`src/rtl/ps2_pkg.sv`:
```
// Shared types and constants for the PS/2 keyboard receiver.
package ps2_pkg;

   typedef enum logic [1:0] {
      ST_IDLE,
      ST_DATA,
      ST_PARITY,
      ST_STOP
   } ps2_state_e;

   localparam int VALID_BIT      = 31;
   localparam int OVF_BIT        = 30;
   localparam int ERR_BIT        = 29;
   localparam int COUNT_LSB      = 8;
   localparam int PS2_FRAME_BITS = 11;

   // A frame is good when the stop bit is high and data plus parity carry odd weight.
   function automatic logic frame_ok(input logic [7:0] data, input logic par, input logic stop);
      return stop & (^{data, par});
   endfunction

endpackage

```
`src/rtl/ps2_fifo.sv`:
```
// Scan-code FIFO: power-of-two depth, simultaneous push/pop, head byte reads 0 when empty.
module ps2_fifo
   import ps2_pkg::*;
#(
   parameter int DEPTH = 8
) (
   input  logic                   clk,
   input  logic                   RSTN,
   input  logic                   i_push,
   input  logic [7:0]             i_data,
   input  logic                   i_pop,
   output logic [7:0]             o_head,
   output logic [$clog2(DEPTH):0] o_count,
   output logic                   o_empty,
   output logic                   o_ovf_evt
);

   localparam int AW = $clog2(DEPTH);

   logic [7:0]    r_mem [DEPTH];
   logic [AW-1:0] r_wr_ptr;
   logic [AW-1:0] r_rd_ptr;
   logic [AW:0]   r_count;
   logic          w_full;
   logic          w_do_pop;
   logic          w_do_push;

   assign o_empty   = (r_count == '0);
   assign w_full    = (r_count == (AW+1)'(DEPTH));
   assign w_do_pop  = i_pop & ~o_empty;
   // A pop in the same cycle frees the slot, so a full FIFO still accepts the push.
   assign w_do_push = i_push & (~w_full | w_do_pop);
   assign o_ovf_evt = i_push & w_full & ~i_pop;

   always_ff @(posedge clk) begin
      if (w_do_push) begin
         r_mem[r_wr_ptr] <= i_data;
      end
   end

   always_ff @(posedge clk) begin
      if (!RSTN) begin
         r_wr_ptr <= '0;
         r_rd_ptr <= '0;
         r_count  <= '0;
      end else begin
         if (w_do_push) begin
            r_wr_ptr <= r_wr_ptr + AW'(1);
         end
         if (w_do_pop) begin
            r_rd_ptr <= r_rd_ptr + AW'(1);
         end
         case ({w_do_push, w_do_pop})
            2'b10:   r_count <= r_count + (AW+1)'(1);
            2'b01:   r_count <= r_count - (AW+1)'(1);
            default: r_count <= r_count;
         endcase
      end
   end

   assign o_head  = o_empty ? 8'h00 : r_mem[r_rd_ptr];
   assign o_count = r_count;

endmodule

```
`src/rtl/ps2_kbd_rx.sv`:
```
// PS/2 device-to-host receiver with scan-code FIFO and MIO status word.
// Optional frame timeout enabled by defining PS2_TIMEOUT_EN.
//
// state     | meaning
// ST_IDLE   | waiting for a start bit (data low on a ps2_clk fall)
// ST_DATA   | shifting in 8 data bits, LSB first
// ST_PARITY | capturing the odd-parity bit
// ST_STOP   | checking stop bit and parity, then push or flag frame_err
module ps2_kbd_rx
   import ps2_pkg::*;
#(
   parameter int FIFO_DEPTH     = 8,
   parameter int TIMEOUT_CYCLES = 200000
) (
   input  logic        clk,
   input  logic        RSTN,
   input  logic        ps2_clk,
   input  logic        ps2_data,
   input  logic        rd,
   output logic [31:0] data_out,
   output logic        ready
);

   if (FIFO_DEPTH < 2 || FIFO_DEPTH > 8 || (FIFO_DEPTH & (FIFO_DEPTH - 1)) != 0 ||
       TIMEOUT_CYCLES < 1) begin : g_param_check
      $error("ps2_kbd_rx: unsupported FIFO_DEPTH or TIMEOUT_CYCLES");
   end

   logic r_clk_s1, r_clk_s2, r_clk_s3;
   logic r_dat_s1, r_dat_s2;
   logic w_fall;
   logic w_timeout;

   ps2_state_e r_state, w_state_nxt;
   logic [2:0] r_bit_cnt, w_bit_cnt_nxt;
   logic [7:0] r_shift, w_shift_nxt;
   logic       r_par, w_par_nxt;
   logic       r_push, w_push_nxt;
   logic       r_ferr_evt, w_ferr_evt_nxt;
   logic       r_ovf, r_ferr;

   logic [7:0]                  w_head;
   logic [$clog2(FIFO_DEPTH):0] w_count;
   logic                        w_empty;
   logic                        w_ovf_evt;

   always_ff @(posedge clk) begin
      if (!RSTN) begin
         r_clk_s1 <= 1'b1;
         r_clk_s2 <= 1'b1;
         r_clk_s3 <= 1'b1;
         r_dat_s1 <= 1'b1;
         r_dat_s2 <= 1'b1;
      end else begin
         r_clk_s1 <= ps2_clk;
         r_clk_s2 <= r_clk_s1;
         r_clk_s3 <= r_clk_s2;
         r_dat_s1 <= ps2_data;
         r_dat_s2 <= r_dat_s1;
      end
   end

   assign w_fall = r_clk_s3 & ~r_clk_s2;

   always_ff @(posedge clk) begin
      if (!RSTN) begin
         r_state    <= ST_IDLE;
         r_bit_cnt  <= '0;
         r_shift    <= '0;
         r_par      <= 1'b0;
         r_push     <= 1'b0;
         r_ferr_evt <= 1'b0;
      end else begin
         r_state    <= w_state_nxt;
         r_bit_cnt  <= w_bit_cnt_nxt;
         r_shift    <= w_shift_nxt;
         r_par      <= w_par_nxt;
         r_push     <= w_push_nxt;
         r_ferr_evt <= w_ferr_evt_nxt;
      end
   end

   always_comb begin
      w_state_nxt    = r_state;
      w_bit_cnt_nxt  = r_bit_cnt;
      w_shift_nxt    = r_shift;
      w_par_nxt      = r_par;
      w_push_nxt     = 1'b0;
      w_ferr_evt_nxt = 1'b0;
      if (w_fall) begin
         case (r_state)
            ST_IDLE: begin
               if (!r_dat_s2) begin
                  w_state_nxt   = ST_DATA;
                  w_bit_cnt_nxt = '0;
               end
            end
            ST_DATA: begin
               w_shift_nxt   = {r_dat_s2, r_shift[7:1]};
               w_bit_cnt_nxt = r_bit_cnt + 3'd1;
               if (r_bit_cnt == 3'd7) begin
                  w_state_nxt = ST_PARITY;
               end
            end
            ST_PARITY: begin
               w_par_nxt   = r_dat_s2;
               w_state_nxt = ST_STOP;
            end
            ST_STOP: begin
               w_state_nxt = ST_IDLE;
               if (frame_ok(r_shift, r_par, r_dat_s2)) begin
                  w_push_nxt = 1'b1;
               end else begin
                  w_ferr_evt_nxt = 1'b1;
               end
            end
            default: w_state_nxt = ST_IDLE;
         endcase
      end else if (w_timeout) begin
         w_state_nxt    = ST_IDLE;
         w_ferr_evt_nxt = 1'b1;
      end
   end

`ifdef PS2_TIMEOUT_EN
   localparam int TO_W = $clog2(TIMEOUT_CYCLES + 1);
   logic [TO_W-1:0] r_to_cnt;

   always_ff @(posedge clk) begin
      if (!RSTN) begin
         r_to_cnt <= '0;
      end else if (w_fall || r_state == ST_IDLE) begin
         r_to_cnt <= '0;
      end else begin
         r_to_cnt <= r_to_cnt + TO_W'(1);
      end
   end

   assign w_timeout = (r_to_cnt == TO_W'(TIMEOUT_CYCLES));
`else
   assign w_timeout = 1'b0;
`endif

   ps2_fifo #(
      .DEPTH (FIFO_DEPTH)
   ) u_fifo (
      .clk       (clk),
      .RSTN      (RSTN),
      .i_push    (r_push),
      .i_data    (r_shift),
      .i_pop     (rd),
      .o_head    (w_head),
      .o_count   (w_count),
      .o_empty   (w_empty),
      .o_ovf_evt (w_ovf_evt)
   );

   // A fresh error in the read cycle outranks the read's clear.
   always_ff @(posedge clk) begin
      if (!RSTN) begin
         r_ovf  <= 1'b0;
         r_ferr <= 1'b0;
      end else begin
         if (w_ovf_evt) begin
            r_ovf <= 1'b1;
         end else if (rd) begin
            r_ovf <= 1'b0;
         end
         if (r_ferr_evt) begin
            r_ferr <= 1'b1;
         end else if (rd) begin
            r_ferr <= 1'b0;
         end
      end
   end

   always_comb begin
      data_out                  = '0;
      data_out[VALID_BIT]       = ~w_empty;
      data_out[OVF_BIT]         = r_ovf;
      data_out[ERR_BIT]         = r_ferr;
      data_out[COUNT_LSB +: 4]  = 4'(w_count);
      data_out[7:0]             = w_head;
   end

   assign ready = ~w_empty;

endmodule

```
`config.mk`:
```
export PLATFORM = sky130hd
export DESIGN_NAME = ps2_kbd_rx
export DESIGN_NICKNAME = d
export VERILOG_FILES = /design/src/rtl/ps2_pkg.sv /design/src/rtl/ps2_fifo.sv /design/src/rtl/ps2_kbd_rx.sv
export SDC_FILE = /design/constraint.sdc
export NUM_CORES = 1
export LEC_CHECK = 0
export ABC_AREA = 1
export ABC_CLOCK_PERIOD_IN_PS = 4500
export CAP_MARGIN = 20
export CORE_MARGIN = 2
export CORE_UTILIZATION = 25
export CTS_CLUSTER_DIAMETER = 200
export DETAILED_ROUTE_END_ITERATION = 8
export PLACE_DENSITY = 0.46
export SLEW_MARGIN = 5
export SYNTH_ARGS = -nofsm -noshare
export SYNTH_HDL_FRONTEND = slang
export SYNTH_SLANG_ARGS = --single-unit
```
`constraint.sdc`:
```
create_clock -name clk -period 4.5 [get_ports clk]
set_clock_uncertainty 0.1 [all_clocks]
set_input_delay 0.9 -clock clk [delete_from_list [all_inputs] [get_ports clk]]
set_output_delay 0.9 -clock clk [all_outputs]
set_load 0.05 [all_outputs]
```
==> reports/summary.txt <==
FF-to-FF setup slack = 2130 ps
top post-synthesis cells by area = edfxtp_1 44%, dfxtp_1 16%, nor2_1 7.4%
first-pass GRT wire length = 14410 um
Fmax achieved = 269.7 MHz
initial antenna violation count = 0
Max H-tree Level = 3
CTS max path bufs = 2
CTS root buffer = clkbuf_16
hold_buf cts = 0
grt total ovfl = 0
LEAKAGE = 0.001885 uW
CTS Buf Count = 9
FP Rows = 48
fillers = 1782
Synth Cell Area = 4388 um^2
yosys warns = 0
clk sink count = 100
# setup viols final = 0
RSZ-0062 raised after global routing = no
Avg Inst Size Synth = 10.02 um^2
Slew headroom = 40.25%
area grow syn2layout = 13.32%
Seq/Total Area, Yosys = 60.22%
total core area = 17240 um^2
layout cells sized above 1 = 6.987%
Tcrit/Tclk final = 82.41%
Synth Instances = 438
die area = 18630 um^2
wire per inst = 12.99 um
Worst path max stage delay = 690 ps
Cell Chain, Critical Path = inv_2 -> o21ai_0 -> o21ai_0 -> o21ai_0 -> nor2_1 -> clkdlybuf4s50_1
Reg area = 2643 um^2
area leader, netlist = edfxtp_1
crit-path most repeated cell = o21ai_0
GRT Util Overall = 10.31%
Distinct cells, synth = 27
Setup Buffers After CTS = 0
Buffers on Ports = 20
area of the multi-input gates = 1431 um^2
total number of vias = 2903
max-slew violations = 0
clk_lat worst skew = 340 ps
CP Launch Type = register
Initial Utilization = 25.46%
PwrDens = 587.9 nW/um^2
critical path required time = 3500 ps
DIE HEIGHT = 136.5 um
number of max-cap violations = 0
Worst VDD drop = 496.6 uV
FF+latch count, synth = 100
Initial DRC Count = 181
width of the die = 136.5 um
largest net degree at the start of global routing = 33
Placed Area = 4691 um^2
Yosys top cell area share = 43.80%
CTS tree = done
sequential power share = 36.8%
cell-internal power = 1742 uW
Switching Share = 40.40%
Critical Path Sink Type = primary output
clock period minus worst slack = 3709 ps
diode count = 0
routed wire length = 8872 um
first drt pass iteration count = 4
DR vias/cell = 4.250
Critical Path AT = 2710 ps
Worst Tran Pin Value = 892.9 ps
DP HPWL = 5918 um
status = finished, final reports clean
setup tns final = 0 ps
post_cts resized = 0
Critical-path top delay cell = clkdlybuf4s50_1
# DRC = 0
vias in the first global route = 2794
worst hold path class = reg2reg
Psw = 1181 uW
clock power share = 24.0%
Final Power = 2923 uW
Fin. Hold Viols = 0
Crit Path Max Fanout = 32
Crit Path Class = reg2out
Comb pwr share = 39.2%
Top Ports = 38
gp weighted congestion = 0.7757
Nets = 469
fin area = 4972 um^2
Clock transition at path regs = 70 ps
post-route ant nets = 0
critical path: cells and delay by family, from the launching register on:
kind / cells / cell delay (ps)
compound gates: 3 / 600
buf+inv: 2 / 1060
flops: 1 / 630
simple gates: 1 / 70
cells in the final DEF, fill, tap and decap left out, types with 11 or more instances in the layout:
master            n
nand3_1          13
o21ai_1          19
nand2_1          49
ha_1             11
a21oi_1          25
clkdlybuf4s50_1  20
edfxtp_1         64
conb_1           17
o21ai_0          37
nor2_1           87
dfxtp_1          36
inv_1            30
kinds of logic (layout without fill, tap and decap cells):
logic type	Yosys count	in the layout	synth area share (%)
buffers and inverters	68	72	8.526
XOR/XNOR	7	7	1.397
other	1	17	0.08546
adder cells (fa/ha/maj)	11	11	3.137
flip-flops	100	100	60.22
AND/OR/NAND/NOR	162	162	15.80
AO/OA/AOI/OAI	89	89	10.84
layout make-up:
| class | count | share of cell area, % |
|---|---|---|
| Timing Repair Buffer | 22 | 4.479 |
| Clock inverter | 7 | 0.8304 |
| Inverter | 34 | 2.567 |
| Tap cell | 225 | 5.662 |
| Multi-Input combinational cell | 286 | 28.79 |
| Clock buffer | 9 | 4.529 |
| Sequential cell | 100 | 53.15 |
Yosys cell counts:
library cell and count:
a21oi_1 25, buf_2 5, buf_4 22, buf_6 4
clkbuf_1 3, conb_1 1, dfxtp_1 36, edfxtp_1 64
ha_1 11, inv_1 30, inv_2 4, nand2_1 49
nand2_2 3, nand3_1 13, nand3_2 1, nand3b_1 1
nand4_4 1, nor2_1 87, nor3_1 1, nor4_4 1
o21ai_0 37, o21ai_1 19, o32ai_1 8, or2_2 4
or2_4 1, xnor2_1 3, xor2_1 4
path summary, 6_finish.rpt:
kind	start	end	cells after the start
setup / recovery	register	data_out[7]	6
hold / removal	r_dat_s1	r_dat_s2	1
setup reg to reg	u_fifo.o_count[2]	u_fifo.o_count[2]	13
hold reg to reg	r_dat_s1	r_dat_s2	1
sequential cells by signal, summed over array words and instances (netlist names), named ones only:
name,count
u_fifo.r_wr_ptr,3
r_state,2
r_ferr_evt,1
u_fifo.r_mem,64
r_shift,8
u_fifo.r_rd_ptr,3
r_clk_s1,1
r_clk_s2,1
r_par,1
r_dat_s1,1
r_clk_s3,1
r_ovf,1
r_push,1
r_bit_cnt,3
u_fifo.o_count,4
r_dat_s2,1
r_ferr,1
routing by layer:
metal	GRT usage, %	up-vias	routed length (um)
li1	-	1469	-
met1	13.27	1358	4255
met2	16.53	72	4140
met3	3.281	4	394
met4	3.067	0	82
met5	0	-	0
through the flow:
step / worst slack (ps) / cells / utilization [%] / hold slack [ps]
global route: 580.8 / 683 / 28.85 / 340.7
CTS: 616.4 / 682 / 28.76 / 319.8
floorplan: 1516 / 454 / - / 291.7
detailed placement: 986.9 / 666 / 27.21 / 298.3
finish: 791.5 / 683 / 28.85 / 317.4
global placement: 963.0 / 666 / 27.21 / 295.5
power by group through the flow:
stage                     combinational, uW  sequential [uW]  clock (uW)
after floorplan                         842             1120           0
after global placement                 1120             1110           0
after detailed placement               1130             1110           0
after CTS                              1130             1090         725
after global routing                   1260             1080         765
final                                  1140             1080         703
(Power assumes the default switching activity.)
